## config.mk

```make
export PLATFORM = sky130hd
export DESIGN_NAME = bin_to_bcd_seq
export DESIGN_NICKNAME = d
export VERILOG_FILES = /design/src/rtl/bin_to_bcd_seq_pkg.sv /design/src/rtl/bin_to_bcd_seq_add3.sv /design/src/rtl/bin_to_bcd_seq.sv
export SDC_FILE = /design/constraint.sdc
export NUM_CORES = 1
export LEC_CHECK = 0
export ABC_AREA = 1
export ABC_CLOCK_PERIOD_IN_PS = 2200
export CAP_MARGIN = 0
export CORE_UTILIZATION = 55
export CTS_CLUSTER_SIZE = 14
export DETAILED_ROUTE_END_ITERATION = 16
export MAX_ROUTING_LAYER = met4
export PLACE_DENSITY = 0.83
export SLEW_MARGIN = 40
export SYNTH_ARGS = -nofsm -noshare
export SYNTH_HDL_FRONTEND = slang
export SYNTH_HIERARCHICAL = 1
export SYNTH_SLANG_ARGS = --single-unit
export TNS_END_PERCENT = 5
```

## constraint.sdc

```tcl
create_clock -name clk_i -period 2.2 [get_ports clk_i]
set_input_delay 0.33 -clock clk_i [delete_from_list [all_inputs] [get_ports clk_i]]
set_output_delay 0.33 -clock clk_i [all_outputs]
set_load 0.01 [all_outputs]
```

## src/rtl/bin_to_bcd_seq_pkg.sv

```systemverilog
// Shared constants and types for the sequential binary-to-BCD converter.
// Holds the state encoding, default input width, decimal ceiling and digit width.
package bin_to_bcd_seq_pkg;

  localparam int unsigned BIN_W_DEF = 10;
  localparam int unsigned MAX_DEC   = 999;
  localparam int unsigned BCD_W     = 4;
  localparam int unsigned DIG_N     = 3;
  localparam int unsigned SCR_W     = BCD_W * DIG_N;

  typedef enum logic [1:0] {
    ST_IDLE  = 2'd0,
    ST_SHIFT = 2'd1,
    ST_LOAD  = 2'd2
  } state_e;

  typedef struct packed {
    logic [BCD_W-1:0] hund;
    logic [BCD_W-1:0] tens;
    logic [BCD_W-1:0] ones;
  } bcd_t;

endpackage

```

## src/rtl/bin_to_bcd_seq_add3.sv

```systemverilog
// BCD add-3 correction for one double-dabble digit (combinational).
// Ports: dig_i - scratch digit before the shift
//        dig_o - digit + 3 when dig_i >= 5, otherwise dig_i unchanged
module bin_to_bcd_seq_add3
  import bin_to_bcd_seq_pkg::*;
(
  input  logic [BCD_W-1:0] dig_i,
  output logic [BCD_W-1:0] dig_o
);

  always_comb begin
    dig_o = dig_i;
    if (dig_i >= BCD_W'(5)) begin
      dig_o = BCD_W'(dig_i + BCD_W'(3));
    end
  end

endmodule

```

## src/rtl/bin_to_bcd_seq.sv

```systemverilog
// Sequential double-dabble binary-to-BCD converter (one bit per clock).
// Ports: clk_i   - clock, rising edge
//        rst_i   - synchronous active-high reset
//        start_i - conversion request, sampled only while idle
//        bin_i   - unsigned value, captured on the accepting edge
//        busy_o  - conversion in progress (state decode)
//        done_o  - one-cycle pulse, new digits valid
//        ovf_o   - last accepted value exceeded 999 (digits forced to 999)
//        hund_o/tens_o/ones_o - registered BCD digits
module bin_to_bcd_seq
  import bin_to_bcd_seq_pkg::*;
#(
  parameter int unsigned BIN_W = BIN_W_DEF
) (
  input  logic             clk_i,
  input  logic             rst_i,
  input  logic             start_i,
  input  logic [BIN_W-1:0] bin_i,
  output logic             busy_o,
  output logic             done_o,
  output logic             ovf_o,
  output logic [BCD_W-1:0] hund_o,
  output logic [BCD_W-1:0] tens_o,
  output logic [BCD_W-1:0] ones_o
);

  localparam int unsigned CNT_W = $clog2(BIN_W + 1);

  state_e             state_q, state_d;
  logic [BIN_W-1:0]   sreg_q, sreg_d;
  logic [SCR_W-1:0]   scr_q, scr_d, scr_adj;
  logic [CNT_W-1:0]   cnt_q, cnt_d;
  logic               big_q, big_d;
  bcd_t               dig_q, dig_d;
  logic               ovf_q, ovf_d;
  logic               done_q, done_d;

  // Add-3 correction applied to every scratch digit ahead of each shift
  for (genvar g = 0; g < DIG_N; g++) begin : g_add3
    bin_to_bcd_seq_add3 u_add3 (
      .dig_i (scr_q[g*BCD_W +: BCD_W]),
      .dig_o (scr_adj[g*BCD_W +: BCD_W])
    );
  end

  // State register
  always_ff @(posedge clk_i) begin
    if (rst_i) begin
      state_q <= ST_IDLE;
    end else begin
      state_q <= state_d;
    end
  end

  // Next-state logic; the counter reaching 1 marks the last shift edge
  always_comb begin
    state_d = state_q;
    case (state_q)
      ST_IDLE:  if (start_i) state_d = ST_SHIFT;
      ST_SHIFT: if (cnt_q == CNT_W'(1)) state_d = ST_LOAD;
      ST_LOAD:  state_d = ST_IDLE;
      default:  state_d = ST_IDLE;
    endcase
  end

  // Output decode
  always_comb begin
    busy_o = (state_q != ST_IDLE);
  end

  // Datapath next values
  always_comb begin
    sreg_d = sreg_q;
    scr_d  = scr_q;
    cnt_d  = cnt_q;
    big_d  = big_q;
    dig_d  = dig_q;
    ovf_d  = ovf_q;
    done_d = 1'b0;
    case (state_q)
      ST_IDLE: begin
        if (start_i) begin
          sreg_d = bin_i;
          scr_d  = '0;
          cnt_d  = CNT_W'(BIN_W);
          // 12-bit scratch cannot represent >999, so decide overflow at capture
          big_d  = (32'(bin_i) > MAX_DEC);
        end
      end
      ST_SHIFT: begin
        {scr_d, sreg_d} = {scr_adj, sreg_q} << 1;
        cnt_d = cnt_q - CNT_W'(1);
      end
      ST_LOAD: begin
        done_d = 1'b1;
        ovf_d  = big_q;
        if (big_q) begin
          dig_d = '{hund: BCD_W'(9), tens: BCD_W'(9), ones: BCD_W'(9)};
        end else begin
          dig_d = scr_q;
        end
      end
      default: ;
    endcase
  end

  // Datapath registers
  always_ff @(posedge clk_i) begin
    if (rst_i) begin
      sreg_q <= '0;
      scr_q  <= '0;
      cnt_q  <= '0;
      big_q  <= 1'b0;
      dig_q  <= '0;
      ovf_q  <= 1'b0;
      done_q <= 1'b0;
    end else begin
      sreg_q <= sreg_d;
      scr_q  <= scr_d;
      cnt_q  <= cnt_d;
      big_q  <= big_d;
      dig_q  <= dig_d;
      ovf_q  <= ovf_d;
      done_q <= done_d;
    end
  end

  assign done_o = done_q;
  assign ovf_o  = ovf_q;
  assign hund_o = dig_q.hund;
  assign tens_o = dig_q.tens;
  assign ones_o = dig_q.ones;

endmodule

```

Word-level counts from Yosys, hierarchy flattened
Cells that the tools add are included.
Storage, ports and cells
  register bits: 43
  input bits: 13
  output and inout port bits: 15
  logic and storage cells: 43
Operators by class
  add/subtract/negate cells: 4
  $lt $le $gt $ge: 4
  equality and inequality tests: 5
  multiplexer cells: 14
  reduce and logical (&&, ||, !) cells: 6
Operators by type and width (count)
  2-to-1 mux 12 bit: 2
  one-hot mux 12 bit (2 select lines): 1
  one-hot mux 10 bit (2 select lines): 1
  >= comparator 4 x 3 -> 1 bit (second input constant): 3
  2-to-1 mux 4 bit: 3
  > comparator 10 bit (second input constant): 1
  2-to-1 mux 10 bit: 1
  adder 4 x 2 -> 4 bit (second input constant): 2
  one-hot mux 4 bit (2 select lines): 1
  AND reduction 2 bit: 3
  == test 4 x 1 -> 1 bit (second input constant): 1
  2-to-1 mux 2 bit: 2
  inequality test 2 bit (second input constant): 2
  one-hot mux 2 bit (2 select lines): 1
  nonzero test 2 bit: 2
  subtractor 4 x 1 -> 4 bit (second input constant): 1
  adder 3 x 2 -> 3 bit (second input constant): 1
  2-to-1 mux 3 bit: 1
  == test 2 x 1 -> 1 bit (second input constant): 1
  == test 2 bit (second input constant): 1
  logical NOT 2 bit: 1
  2-to-1 mux 1 bit: 1

Longest topological paths before layout
  depth after elaboration: 3
  gate-level depth with buffers: 9
  gate-level depth less buffers: 9

Cells and area by module
Netlist, hierarchy kept.
Modules (own cells, without submodules)
  bin_to_bcd_seq: instances 1, cells each 203, area an instance 1637.8 um^2
  bin_to_bcd_seq_add3: instances 3, cells each 23, area an instance 135.1 um^2

Least setup slack after synthesis
OpenSTA, ideal clock, no wires.
  kind: flip-flop to flip-flop
  from: register scr_q[8]
  to: register scr_q[10]
  arrival: 1.201 ns
  data required time: 2.072 ns
  path slack: 0.872 ns
  cell stages (with the launch flop): 9
  buffers on the path: 0
  period minus slack after synthesis: 1.328 ns
  path through: dfxtp_1 inv_1 ha_1 nor2_4 nor2_4 nand2_1 o21ai_2 a22oi_1 nor2_1
Between the ends
  cells in the longest elaborated chain, start to end: 3
  elaborated cells between the ends (all ways): 4
  classes of those cells: add/sub: 1; order compare: 1; mux: 2
RTL lines
  start, declared: RTL line bin_to_bcd_seq.sv:31  | logic [SCR_W-1:0] scr_q, scr_d, scr_adj;
  start signal, assigned: RTL line bin_to_bcd_seq.sv:119  | scr_q <= scr_d;
  >= comparator 4 x 3 -> 1 bit / adder 3 x 2 -> 3 bit (equally long branches): RTL line bin_to_bcd_seq_add3.sv:13, bin_to_bcd_seq_add3.sv:14
  2-to-1 mux 3 bit *: RTL line bin_to_bcd_seq_add3.sv:13  | if (dig_i >= BCD_W'(5)) begin
  named net scr_adj[9]: RTL line bin_to_bcd_seq.sv:31
  one-hot mux 12 bit (2 select lines) *: RTL line bin_to_bcd_seq.sv:80  | case (state_q)
The timed path passes the listed nets; every way through them passes the cells marked *.
A chain may end at the register's enable or synchronous reset.

Worst setup path after layout
  from: register state_q[1]
  to: output busy_o
Between the ends
  cells in the longest elaborated chain, start to end: 1
RTL lines
  start, declared: RTL line bin_to_bcd_seq.sv:29  | state_e state_q, state_d;
  start signal, assigned: RTL line bin_to_bcd_seq.sv:51  | state_q <= state_d;
  nonzero test 2 bit: RTL line bin_to_bcd_seq.sv:68  | busy_o = (state_q != ST_IDLE);
  end, declared: RTL line bin_to_bcd_seq.sv:19  | output logic busy_o,
No other way between the ends.

==> reports/qor.txt <==
Die X = 62.6 um
total global-route track usage = 25.1%
Max Freq = 536 MHz
global route overflow = 0
largest fanout on the critical path = 4
Post-Synthesis Net Count = 288
max-cap violation count = 0
RSZ-0062 raised after global routing = false
mean number of vias per cell = 5.29
Starting DRT DRC Count = 144
outcome = complete, no violations
Post-Route Skew = 0.0182 ns
Worst slew margin = 71.0%
max-slew violation count = 0
fin nets = 317
largest net degree at the start of global routing = 29
first-pass GRT wire length = 7620 um
final setup margin = 0.335 ns
antenna violations before repair = 0
commonest non-fill, non-tap cell in the layout = nand2_1
Total Wirelength = 4260 um
Data required, critical path = 1.87 ns
worst vdd ir = 506 uV
total CTS buffers = 5
Cell Rows = 21
Syn. warnings = 6
Area growth, synth to finish = 19.2%
GP Congestion = 0.845
CTS tree = done
postcts setup bufs = 0
via count = 1813
die span in y = 62.6 um
hold bufs inserted after CTS = 0
Syn Inst Count = 267
clock-pin slew on the worst setup and hold paths = 0.12 ns
Hold Crit Class = flip-flop to flip-flop
startpoint types = flip-flop
setup violators final = 0
DRC Markers = 0
Final min period = 1.86 ns
root buffer cell = clkbuf_4
detailed placer's ending HPWL = 3000 um
Routed WL per cell = 12.4 um
worst r2r src = state_q[0]
total core area = 0.00342 sq mm
DRT antenna net count = 0
number of port buffers = 27
PostCTS Resize Cnt = 0
Crit. Startpoint = state_q[1]
ratio of cells with drive above 1 in the final layout = 11.1%
Avg Cell Area, Syn = 7.55 sq um
final critical-path share of the clock period = 84.8%
HP Start = cnt_q[2]
critical path class = flip-flop to output port
TNS Setup = 0 ns
latest clock arrival within the worst-skew pair = 0.36 ns
vias in the first global route = 1764
clock sink total = 43
type of destination of the critical path = output port
commonest non-fill, non-tap cells in the layout = 55 x nand2_1, 43 x dfxtp_1, 33 x nor2_1
pre-CTS setup slack = 0.459 ns
maximum root-to-sink buffer count = 2
CTS H-tree lvls = 2
worst-margin pin slew = 0.433 ns
die area = 0.00391 sq mm
Leak = 0.911 nW
WP data arrival = 1.53 ns
drt first pass iters = 4
Fin. Hold Viols = 0
number of top-level pins = 28
final total power = 1.50 mW
Antenna Cells = 0
initial core utilization = 59.0%
cell area after synthesis = 0.00202 sq mm
pwr dens = 624 mW/mm^2
[final timing paths]
path | to | slack, ns | cells past startpoint
setup / recovery | busy_o | 0.34 | 3
setup reg to reg | hund_o[0] | 0.69 | 6
hold reg to reg | cnt_q[2] | 0.48 | 2
hold / removal | cnt_q[2] | 0.48 | 2
[where the power goes]
group          total [mW]  switching, mW  internal (mW)
clock               0.527          0.258          0.269
sequential          0.819         0.0161          0.803
combinational       0.154         0.0913         0.0627
[critical path: stages, from the launching register on]
cell and delay (ns):
dfxtp_1 0.44, inv_1 0.11, nand2_1 0.10, clkdlybuf4s50_1 0.54
[state kept, by name (all words and copies together), names as in the netlist]
register / count
big_q: 1
ovf_o: 1
state_q: 2
cnt_q: 4
done_o: 1
ones_o: 4
tens_o: 4
scr_q: 12
hund_o: 4
sreg_q: 10
[layer usage]
layer	track usage, %	routed length [um]
met5	-	0
met2	42.1	2040
met1	29.3	1970
met4	10.8	87
met3	4.56	165
[per-stage QoR]
step	hold WS, ns	instance area [sq um]	instances	utilization (%)
floorplan	0.409	2020	267	-
global placement	0.453	2320	335	67.9
detailed placement	0.462	2320	335	67.9
CTS	0.482	2400	343	70.4
global route	0.503	2400	343	70.4
finish	0.481	2400	343	70.4
[final cells by class]
class | count | area, sq um
sequential | 43 | 861
clock buffer | 6 | 51.3
clock inverter | 2 | 35.0
tap | 46 | 57.6
inverter | 25 | 93.8
fill | 273 | 1010
multi-input combinational | 190 | 1010
timing repair buffer | 31 | 300
No activity file was read; power rests on OpenSTA's default activity.
